$ cat src/rtl/stopwatch_mode_controller.sv
// stopwatch_mode_controller: run/stop/clear sequencing plus time-set mode with adjust pulses, timeout and blink.
module stopwatch_mode_controller #(
  parameter int TIMEOUT_TICKS = 1000,
  parameter int BLINK_TICKS   = 50
) (
  input  logic       clk,
  input  logic       reset,
  input  logic       i_tick_100hz,
  input  logic       btn_L,
  input  logic       btn_R,
  input  logic       btn_M,
  input  logic       btn_U,
  input  logic       btn_D,
  output logic       run_stop,
  output logic       clear,
  output logic       inc_hour,
  output logic       dec_hour,
  output logic       inc_min,
  output logic       dec_min,
  output logic       inc_sec,
  output logic       dec_sec,
  output logic [1:0] set_field,
  output logic       blink
);
  localparam int TW = $clog2(TIMEOUT_TICKS + 1);
  localparam int BW = (BLINK_TICKS > 1) ? $clog2(BLINK_TICKS) : 1;
  localparam logic [TW-1:0] TMO_LAST = TW'(TIMEOUT_TICKS - 1);
  localparam logic [BW-1:0] BLK_LAST = BW'(BLINK_TICKS - 1);

  typedef enum logic [2:0] {STOP, RUN, CLR, SET_HOUR, SET_MIN, SET_SEC} state_e;

  state_e        state_q, state_d;
  logic [TW-1:0] tmo_q, tmo_d;
  logic [BW-1:0] blk_q, blk_d;
  logic          blink_q, blink_d;
  logic [5:0]    adj_q, adj_d;
  logic [1:0]    field_q, field_d;
  logic          run_q, clr_q;
  logic          set_st, set_d, hr, mn, sc, inc, dec, press;

  assign set_st = state_q inside {SET_HOUR, SET_MIN, SET_SEC};
  assign set_d  = state_d inside {SET_HOUR, SET_MIN, SET_SEC};
  assign hr     = state_q == SET_HOUR;
  assign mn     = state_q == SET_MIN;
  assign sc     = state_q == SET_SEC;
  assign inc    = btn_U;
  assign dec    = btn_D & ~btn_U;
  assign press  = btn_M | btn_U | btn_D;

  always_comb begin
    state_d = state_q;
    case (state_q)
      STOP:    state_d = btn_M ? SET_HOUR : btn_R ? CLR : btn_L ? RUN : STOP;
      RUN:     state_d = btn_L ? STOP : RUN;
      CLR:     state_d = STOP;
      default: state_d = btn_M ? (hr ? SET_MIN : mn ? SET_SEC : STOP)
                       : btn_L ? STOP
                       : (!press && i_tick_100hz && tmo_q == TMO_LAST) ? STOP
                       : state_q;
    endcase
  end

  // btn_M in a set state always changes field, so it suppresses any adjust pulse
  assign adj_d = (set_st && !btn_M) ? {hr & inc, hr & dec, mn & inc, mn & dec, sc & inc, sc & dec} : 6'b0;

  assign field_d = (state_d == SET_HOUR) ? 2'd1 : (state_d == SET_MIN) ? 2'd2 : (state_d == SET_SEC) ? 2'd3 : 2'd0;

  // Leaving set mode or changing field restarts both counters with blink low
  always_comb begin
    tmo_d   = '0;
    blk_d   = '0;
    blink_d = 1'b0;
    if (set_d && state_d == state_q) begin
      tmo_d   = press ? '0 : i_tick_100hz ? tmo_q + TW'(1) : tmo_q;
      blk_d   = !i_tick_100hz ? blk_q : (blk_q == BLK_LAST) ? '0 : blk_q + BW'(1);
      blink_d = (i_tick_100hz && blk_q == BLK_LAST) ? ~blink_q : blink_q;
    end
  end

  always_ff @(posedge clk) begin
    if (reset) begin
      state_q <= STOP;
      tmo_q   <= '0;
      blk_q   <= '0;
      blink_q <= 1'b0;
      adj_q   <= '0;
      field_q <= '0;
      run_q   <= 1'b0;
      clr_q   <= 1'b0;
    end else begin
      state_q <= state_d;
      tmo_q   <= tmo_d;
      blk_q   <= blk_d;
      blink_q <= blink_d;
      adj_q   <= adj_d;
      field_q <= field_d;
      run_q   <= state_d == RUN;
      clr_q   <= state_d == CLR;
    end
  end

  assign run_stop  = run_q;
  assign clear     = clr_q;
  assign {inc_hour, dec_hour, inc_min, dec_min, inc_sec, dec_sec} = adj_q;
  assign set_field = field_q;
  assign blink     = blink_q;
endmodule

$ cat config.mk
export PLATFORM = sky130hd
export DESIGN_NAME = stopwatch_mode_controller
export DESIGN_NICKNAME = d
export VERILOG_FILES = /design/src/rtl/stopwatch_mode_controller.sv
export SDC_FILE = /design/constraint.sdc
export NUM_CORES = 1
export LEC_CHECK = 0
export CORE_MARGIN = 3
export CORE_UTILIZATION = 54
export CTS_CLUSTER_DIAMETER = 30
export DETAILED_ROUTE_END_ITERATION = 8
export GPL_TIMING_DRIVEN = 0
export PLACE_DENSITY = 0.78
export SLEW_MARGIN = 25
export SYNTH_ARGS = -nofsm -noshare
export SYNTH_HDL_FRONTEND = slang
export SYNTH_SLANG_ARGS = --single-unit
$ cat constraint.sdc
create_clock -name clk -period 1.8 [get_ports clk]
set_input_delay 0.36 -clock clk [delete_from_list [all_inputs] [get_ports clk]]
set_output_delay 0.36 -clock clk [all_outputs]
set_load 0.01 [all_outputs]
Word-level counts from Yosys, hierarchy flattened
Index checks and enable logic that the tools add are counted.

word-level totals
  memories kept = 0
  memory bits (read-only) = 0
  register bits after elaboration = 30
  bits in latches = 0
  output and inout bits = 11
  bits in writable memories = 0

operators by class
  reductions and logical operators = 14
  mux-type cells = 14
  $mul = 0
  equality and inequality tests = 13
  add/sub/neg operators = 2
  magnitude comparators = 0
  shift-type cells = 0
  bitwise logic cells = 13
  div/mod/pow operators = 0

operators with widths
  cell                     number
  $mux W3                  5
  $eq A3 B2 Y1 const B     4
  $eq A3 B3 Y1 const B     4
  $add A10 B1 Y10 const B  1
  $eq A10 B10 Y1 const B   1
  $pmux W3 S3              1
  $mux W2                  4
  $and A1 B1 Y1            7
  $add A6 B1 Y6 const B    1
  $eq A3 B1 Y1 const B     2
  $eq A6 B6 Y1 const B     1
  $mux W6                  1
  $reduce_bool A3 Y1       2
  $reduce_or A2 Y1         3
  $logic_and A1 B1 Y1      5
  $not A1 Y1               4
  $eq A3 B3 Y1             1
  $logic_not A3 Y1         1
  $mux W1                  3
  $reduce_or A3 Y1         1
  $logic_not A1 Y1         2
  $or A1 B1 Y1             2

Depth between registers and ports, before layout
Gate-level depths: netlist of the first run.

  word-level depth = 14
  depth in mapped cells = 7
  gate-level depth less buffers = 6

Worst setup path before layout of the first run
No wires, ideal clock.

  path type = reg-to-reg
  start = reg tmo_q[0]
  end = reg tmo_q[8]
  clock period less this slack = 1.695 ns
  arrival = 1.577 ns
  cell stages (with the launch flop) = 8
  setup slack = 0.105 ns
  required time = 1.682 ns
  cell sequence = dfxtp_1 > ha_1 > and4bb_2 > nand4_4 > and4b_4 > o21ai_4 > buf_12 > nor3_2

on the way
  longest elaborated chain between the ends = 11
  elaborated cells between the ends (all ways) = 15
  those cells by class = 1 x add/sub; 5 x eq/ne; 4 x mux; 1 x bitwise; 4 x reduce/logical

RTL lines
  item                                                 line  source
  start, declared                                      33    logic [TW-1:0] tmo_q, tmo_d;
  start signal, assigned                               92    tmo_q <= tmo_d;
  $eq A10 B10 Y1                                       58    : (!press && i_tick_100hz && tmo_q == TMO_LAST) ? STOP
  $logic_and A1 B1 Y1                                  58
  $mux W3                                              58
  $mux W3                                              57    : btn_L ? STOP
  $mux W3                                              56    default: state_d = btn_M ? (hr ? SET_MIN : mn ? SET_SEC : STOP)
  $pmux W3 S3                                          52    case (state_q)
  $eq A3 B2 Y1 / $eq A3 B3 Y1 (equally long branches)  42    assign set_d = state_d inside {SET_HOUR, SET_MIN, SET_SEC};
  $reduce_bool A3 Y1                                   42
  $logic_and A1 B1 Y1                                  73    if (set_d && state_d == state_q) begin
  $not A1 Y1 (no line)                                 -
  $reduce_or A3 Y1 (no line)                           -

Several ways; a longest one is shown, not always the timed one.
A chain may end at the register's enable or synchronous reset.

Worst setup path in the final report of the first run
  start = in btn_M
  end = reg blk_q[5]

on the way
  longest elaborated chain between the ends = 14
  elaborated cells between the ends (all ways) = 18
  those cells by class = 4 x eq/ne; 5 x mux; 3 x bitwise; 6 x reduce/logical

RTL lines
  item                                                 line  source
  start, declared                                      11    input logic btn_M,
  $or A1 B1 Y1 (2 in series)                           48    assign press = btn_M | btn_U | btn_D;
  $logic_not A1 Y1                                     58
  $logic_and A1 B1 Y1 (2 in series)                    58
  $mux W3                                              58
  $mux W3                                              57
  $mux W3                                              56
  $pmux W3 S3 *                                        52
  $eq A3 B2 Y1 / $eq A3 B3 Y1 (equally long branches)  42
  $reduce_bool A3 Y1                                   42
  $logic_and A1 B1 Y1 *                                73
  $not A1 Y1 (no line) *                               -
  $reduce_or A2 Y1 (no line) *                         -
  end signal, assigned                                 93    blk_q <= blk_d;
  end, declared                                        34    logic [BW-1:0] blk_q, blk_d;

Mark *: on every way between the ends. The rest lies on a longest branch, timed or not.

==> metrics.txt, run 1 <==
status=finished with violations; failing checks=setup timing; Clock power frac=31.1%; Seq/Total Area, Yosys=between 30% and 40%; Routability Congestion=0.8774; Final min period=around 1.8 ns; area delta synth->final=24.92%; area of the multi-input gates=a little over 900 sq um; synth warn=0; ys flop type=dfxtp_1; CP Class=primary input to register; Clock Root Buffer=clkbuf_4; fraction of registers with async set/reset=0%; Peak Freq=between 500 and 600 MHz; fin crit share=102.0%; Logic pwr share=21.0%; commonest non-fill, non-tap cell in the layout=dfxtp_1; crit path launch type=primary input; FF/Latch Area=between 600 and 700 sq um; DRT Pass-1 Iters=4; ratio of cells with drive above 1 in the final layout=roughly 25%; non-filler cells, final=230; Distinct cells, synth=between 40 and 50; CTS Buf Count=5; final net count=210; CTS tree=yes; Setup Viol. Count Final=12; worst slew pin tran=approximately 0.48 ns; Final Instance Area=1957 sq um; Placed Instance Area=around 1800 sq um; post-route ant nets=0; FF+latch count, synth=30; vias in the first global route=between 1k and 1.5k; via count=1358; sw power=roughly 430 uW; CTS Hold Buffers Added=0; placed insts=217; Clk Latency, worst-skew pair=0.35 ns; critical path required time=between 2 and 2.5 ns; largest net degree at the start of global routing=11; fin. max-slew vios=0; Rel. slew slack=a little under 70%; ant diodes=0; Die W=roughly 60 um; Leak Pwr=between 0.7 and 0.8 nW; Clock Sink Count=30; Port Buffers=18; final cell utilization of the core=between 70% and 80%; power density cells=736.9 nW/um^2; Tot Pwr=1.442 mW; final hold violations=0; drt drc=0; RSZ-0062 raised after global routing=yes; fillcell total=between 150 and 200; gr ovfl total=0; vias per cell=about 5.9; CTS max path bufs=2; cell internal pwr=between 1 and 1.5 mW; Crit path arrival time=2.09 ns; Setup crit end kind=register; mapped cell area=~1600 sq um; Worst VDD drop=a little under 600 uV; hpwl dp=roughly 2.4 mm; IO Pins=19; max-cap violations=0; die height=about 60 um; drt initial violations=a little under 70; Mapped Cells=~170; most frequent cells in the layout=28 x dfxtp_1, 17 x clkdlybuf4s50_1, 16 x nor2_1; # rows=18; initial antenna violation count=0; Post-Syn Nets=180; H-tree Lvls=2; CP Max Fanout=10; Post-synth EDFFs=0; Avg Inst Size Synth=9.269 sq um; final worst setup slack=-0.03659 ns; GR Util All Layers=21.00%; Core Footprint=approximately 2600 sq um; sw frac=a little under a third; Die Area=3583 sq um; global-route wire length before repair=~5.5 mm; Final Skew=about 0.026 ns; Min-Delay Path Class=register to register; Seq pwr share=between 40% and 50%; WL final=3.466 mm; Initial Utilization=59.96%; Reg clk slew, reported paths=~0.10 ns; wire length per cell=15.07 um; Fin Setup TNS=-0.2334 ns
[cell families (layout without fill, tap and decap cells)]
kind of cell	count (synthesis)	in the layout	share of synthesized area (%)
AO/OA/AOI/OAI	23	23	11.90
XOR/XNOR	15	15	8.387
adder cells (fa/ha/maj)	3	3	2.396
buffers and inverters	12	43	4.952
flip-flops	30	30	38.34
multiplexers	1	1	0.6390
AND/OR/NAND/NOR	85	85	33.39
[sequential cells by signal (all words and copies together), names as in the netlist]
signal and count:
adj_q 6, tmo_q 10, blink 1, state_q 3, run_stop 1, set_field 2, clear 1, blk_q 6
[synth_stat cells, drive strengths merged (3+ instances only)]
| master | count | area (sq um) |
|---|---|---|
| ha | 3 | 37.54 |
| nand3b | 3 | 35.03 |
| inv | 5 | 21.27 |
| xor2 | 7 | 61.31 |
| a21oi | 4 | 20.02 |
| nand2 | 15 | 56.30 |
| buf | 5 | 48.80 |
| nor2 | 23 | 103.9 |
| o21ai | 6 | 41.29 |
| nor3b | 3 | 22.52 |
| dfxtp | 30 | 600.6 |
| nand3 | 6 | 30.03 |
| nor3 | 17 | 115.1 |
| nand4 | 7 | 58.81 |
| xnor2 | 8 | 70.07 |
[power groups by stage]
| stage | clock network [mW] | registers, mW | logic (mW) |
|---|---|---|---|
| 2_1_floorplan | 0 | 0.711 | 0.180 |
| 3_3_place_gp | 0 | 0.707 | 0.253 |
| 3_5_place_dp | 0 | 0.708 | 0.258 |
| 4_1_cts | 0.454 | 0.693 | 0.267 |
| 5_1_grt | 0.492 | 0.694 | 0.328 |
| 6_report | 0.448 | 0.692 | 0.303 |
[cell type report]
type	instances	area share [%]
Buffer	7	2.941
Sequential cell	30	30.95
Tap cell	30	1.918
Inverter	5	1.087
Clock buffer	6	2.621
Multi-Input combinational cell	127	47.31
Timing Repair Buffer	23	12.53
Clock inverter	2	0.6394
[worst max-delay path, cell delays in order]
cell             delay [ns]
clkdlybuf4s50_1        0.49
buf_2                  0.21
nor2_1                 0.09
o211ai_1               0.25
a21oi_2                0.12
o21ai_4                0.30
clkbuf_16              0.22
nor2_2                 0.04
[metal layers]
metal / routed length [um] / vias up / GRT usage (%)
met5: 0 / - / 0
met4: 107 / 0 / 9.810
met3: 174 / 15 / 6.479
met2: 1761 / 49 / 35.80
met1: 1422 / 636 / 23.64
li1: - / 658 / -
[per-stage QoR]
step / hold WS (ns) / worst slack [ns]
after CTS: 0.5515 / 0.001253
after floorplan: 0.5137 / 0.1053
after global placement: 0.5270 / -0.3836
after global routing: 0.5920 / -0.07588
after detailed placement: 0.5403 / -0.4211
final: 0.5716 / -0.03659
[final timing paths]
kind / startpoint / end / slack (ns) / cells after the start
worst min-delay path: tmo_q[4] / tmo_q[4] / 0.57 / 2
worst max-delay path: btn_M / blk_q[5] / -0.04 / 8
worst max register to register: tmo_q[0] / blk_q[5] / 0.04 / 7
worst min register to register: tmo_q[4] / tmo_q[4] / 0.57 / 2
[what timing repair did]
item	in CTS	in global routing
gates resized for setup	2	14
pin swaps	1	3
setup buffers	2	2
cloned	0	1
endpoints found under the setup margin	10	22
(Power assumes the default switching activity.)
==> run 2, diff against run 1 <==
Settings changed: CELL_PAD_IN_SITES_DETAIL_PLACEMENT set to 1, CELL_PAD_IN_SITES_GLOBAL_PLACEMENT set to 2, CORE_UTILIZATION 54 to 34, GPL_TIMING_DRIVEN 0 to unset, PLACE_DENSITY 0.78 to unset, PLACE_DENSITY_LB_ADDON set to 0.1.
==> metrics.txt, run 2 (synthesized netlist as in run 1, its figures left out) <==
hpwl dp=2.956 mm; Die W=73.88 um; gr ovfl total=0; final net count=around 220; ant diodes=0; final hold violations=0; via count=1377; Crit path arrival time=1.92 ns; post-route ant nets=0; Setup crit end kind=register; worst slew pin tran=0.4624 ns; r2r setup slk=roughly 0.11 ns; IO Pins=19; GR Util All Layers=roughly 15%; CP Class=primary input to register; CP startpoint=btn_D; Min-Delay Path Class=primary input to register; Place WS=-0.2953 ns; status=complete, no violations; Final min period=around 1.7 ns; global-route wire length before repair=approximately 6.3 mm; Clock Sink Count=30; final worst setup slack=approximately 0.088 ns; RSZ-0062 raised after global routing=no; depth of the most critical reg-to-reg path=8; worst r2r src=tmo_q[0]; Rel. slew slack=roughly 70%; Largest Register=tmo_q; ratio of cells with drive above 1 in the final layout=roughly 28%; initial antenna violation count=0; wire length per cell=~15 um; CTS tree=yes; max-cap violations=0; Routability Congestion=approximately 0.8; largest net degree at the start of global routing=18; Leak Pwr=just over 0.8 nW; Peak Freq=roughly 600 MHz; Core Footprint=between 4000 and 5000 sq um; drt drc=0; H-tree Lvls=2; placed insts=~260; fin crit share=a little over nine tenths; Clock Root Buffer=clkbuf_8; CTS Buf Count=5; DRT Pass-1 Iters=4; fin. max-slew vios=0; critical path required time=about 2.0 ns; Final Skew=a little under 0.005 ns; CTS max path bufs=2; Worst VDD drop=354.6 uV; Die Area=5458 sq um; area delta synth->final=34.90%; max FFs per register=10; Setup Viol. Count Final=0; drt initial violations=34; CP Max Fanout=5; top flop regs=tmo_q (10), adj_q (6), blk_q (6); Worst Setup EP=tmo_q[3]; WL final=about 4.0 mm; power density cells=744.3 nW/um^2; # rows=24; vias per cell=~5.2; most frequent cells in the layout=29 x dfxtp_1, 23 x buf_4, 16 x nor2_1; CTS Hold Buffers Added=0; die height=between 70 and 80 um; vias in the first global route=around 1.4k; crit path launch type=primary input; non-filler cells, final=266; Clk Latency, worst-skew pair=0.28 ns; Reg clk slew, reported paths=approximately 0.070 ns; Fin Setup TNS=0 ns; reg2reg end=blk_q[1]; Port Buffers=18; Initial Utilization=35.49%; commonest non-fill, non-tap cell in the layout=dfxtp_1
==> run 2: cell types whose count changed in the layout (fill, tap and decap cells not counted), moves of 2 or more <==
cell	change
clkdlybuf4s50_1	-2
clkbuf_8	+5
dlymetal6s2s_1	+2
buf_4	+20
clkbuf_4	-5
buf_6	-3
buf_2	-2
==> run 2: repair_timing <==
action	4_1_cts	5_1_grt
resized for setup	0	10
endpoints found under the setup margin	0	14
buffers inserted	0	1
==> run 2: cell type report <==
type                    instances  area (sq um)
multi-input cells             128         933.4
flip-flops and latches         30         601.8
clock buffers                   7         86.33
inverters                       5         21.27
fillers                       492          2301
well taps                      52         65.06
clock inverters                 1         5.005
repair buffers                 43         400.4
==> run 2: how the worst min path moves through the flow <==
stage | slack [ns] | start | to | cells after the start
final | 0.45 | btn_U | adj_q[5] | 3
after floorplan | 0.51 | tmo_q[1] | tmo_q[1] | 2
after global routing | 0.47 | btn_U | adj_q[5] | 3
after CTS | 0.57 | tmo_q[1] | tmo_q[1] | 2
after global placement | 0.53 | tmo_q[1] | tmo_q[1] | 2
after detailed placement | 0.56 | tmo_q[1] | tmo_q[1] | 2
==> run 2: report_power, final <==
group / leakage [nW] / internal, mW / switching (mW)
logic: 0.532 / 0.146 / 0.152
clock network: 0.0482 / 0.308 / 0.264
registers: 0.243 / 0.681 / 0.0207
total: 0.823 / 1.14 / 0.437
==> run 2: worst max-delay path: stages <==
cell,delay [ns]
clkdlybuf4s50_1,0.48
and4b_1,0.23
nand4_4,0.11
buf_4,0.13
a2bb2oi_4,0.25
nand3b_4,0.15
nor3_1,0.20
==> run 2: metal layers <==
layer	global-route usage (%)	routed length [um]	part of all wire, %
met4	6.237	55	1.4
met2	25.89	2027	50
met1	16.95	1799	45
met3	4.788	136	3.4
met5	0	0	0
==> run 2: through the flow <==
| stage | total power, mW | instance area (sq um) | util (%) | hold slack (ns) |
|---|---|---|---|---|
| 2_1_floorplan | 0.8901 | 1567 | - | 0.5137 |
| 3_3_place_gp | 1.007 | 1961 | 44.42 | 0.5285 |
| 3_5_place_dp | 1.011 | 1961 | 44.42 | 0.5568 |
| 4_1_cts | 1.591 | 2052 | 46.49 | 0.5678 |
| 5_1_grt | 1.653 | 2113 | 47.87 | 0.4750 |
| 6_report | 1.573 | 2113 | 47.87 | 0.4485 |
==> run 3, diff against run 2 <==
Settings changed: CAP_MARGIN set to 20.
==> results of run 3 <==
Same layout as run 2: the final DEF is identical, and so are final timing and power.
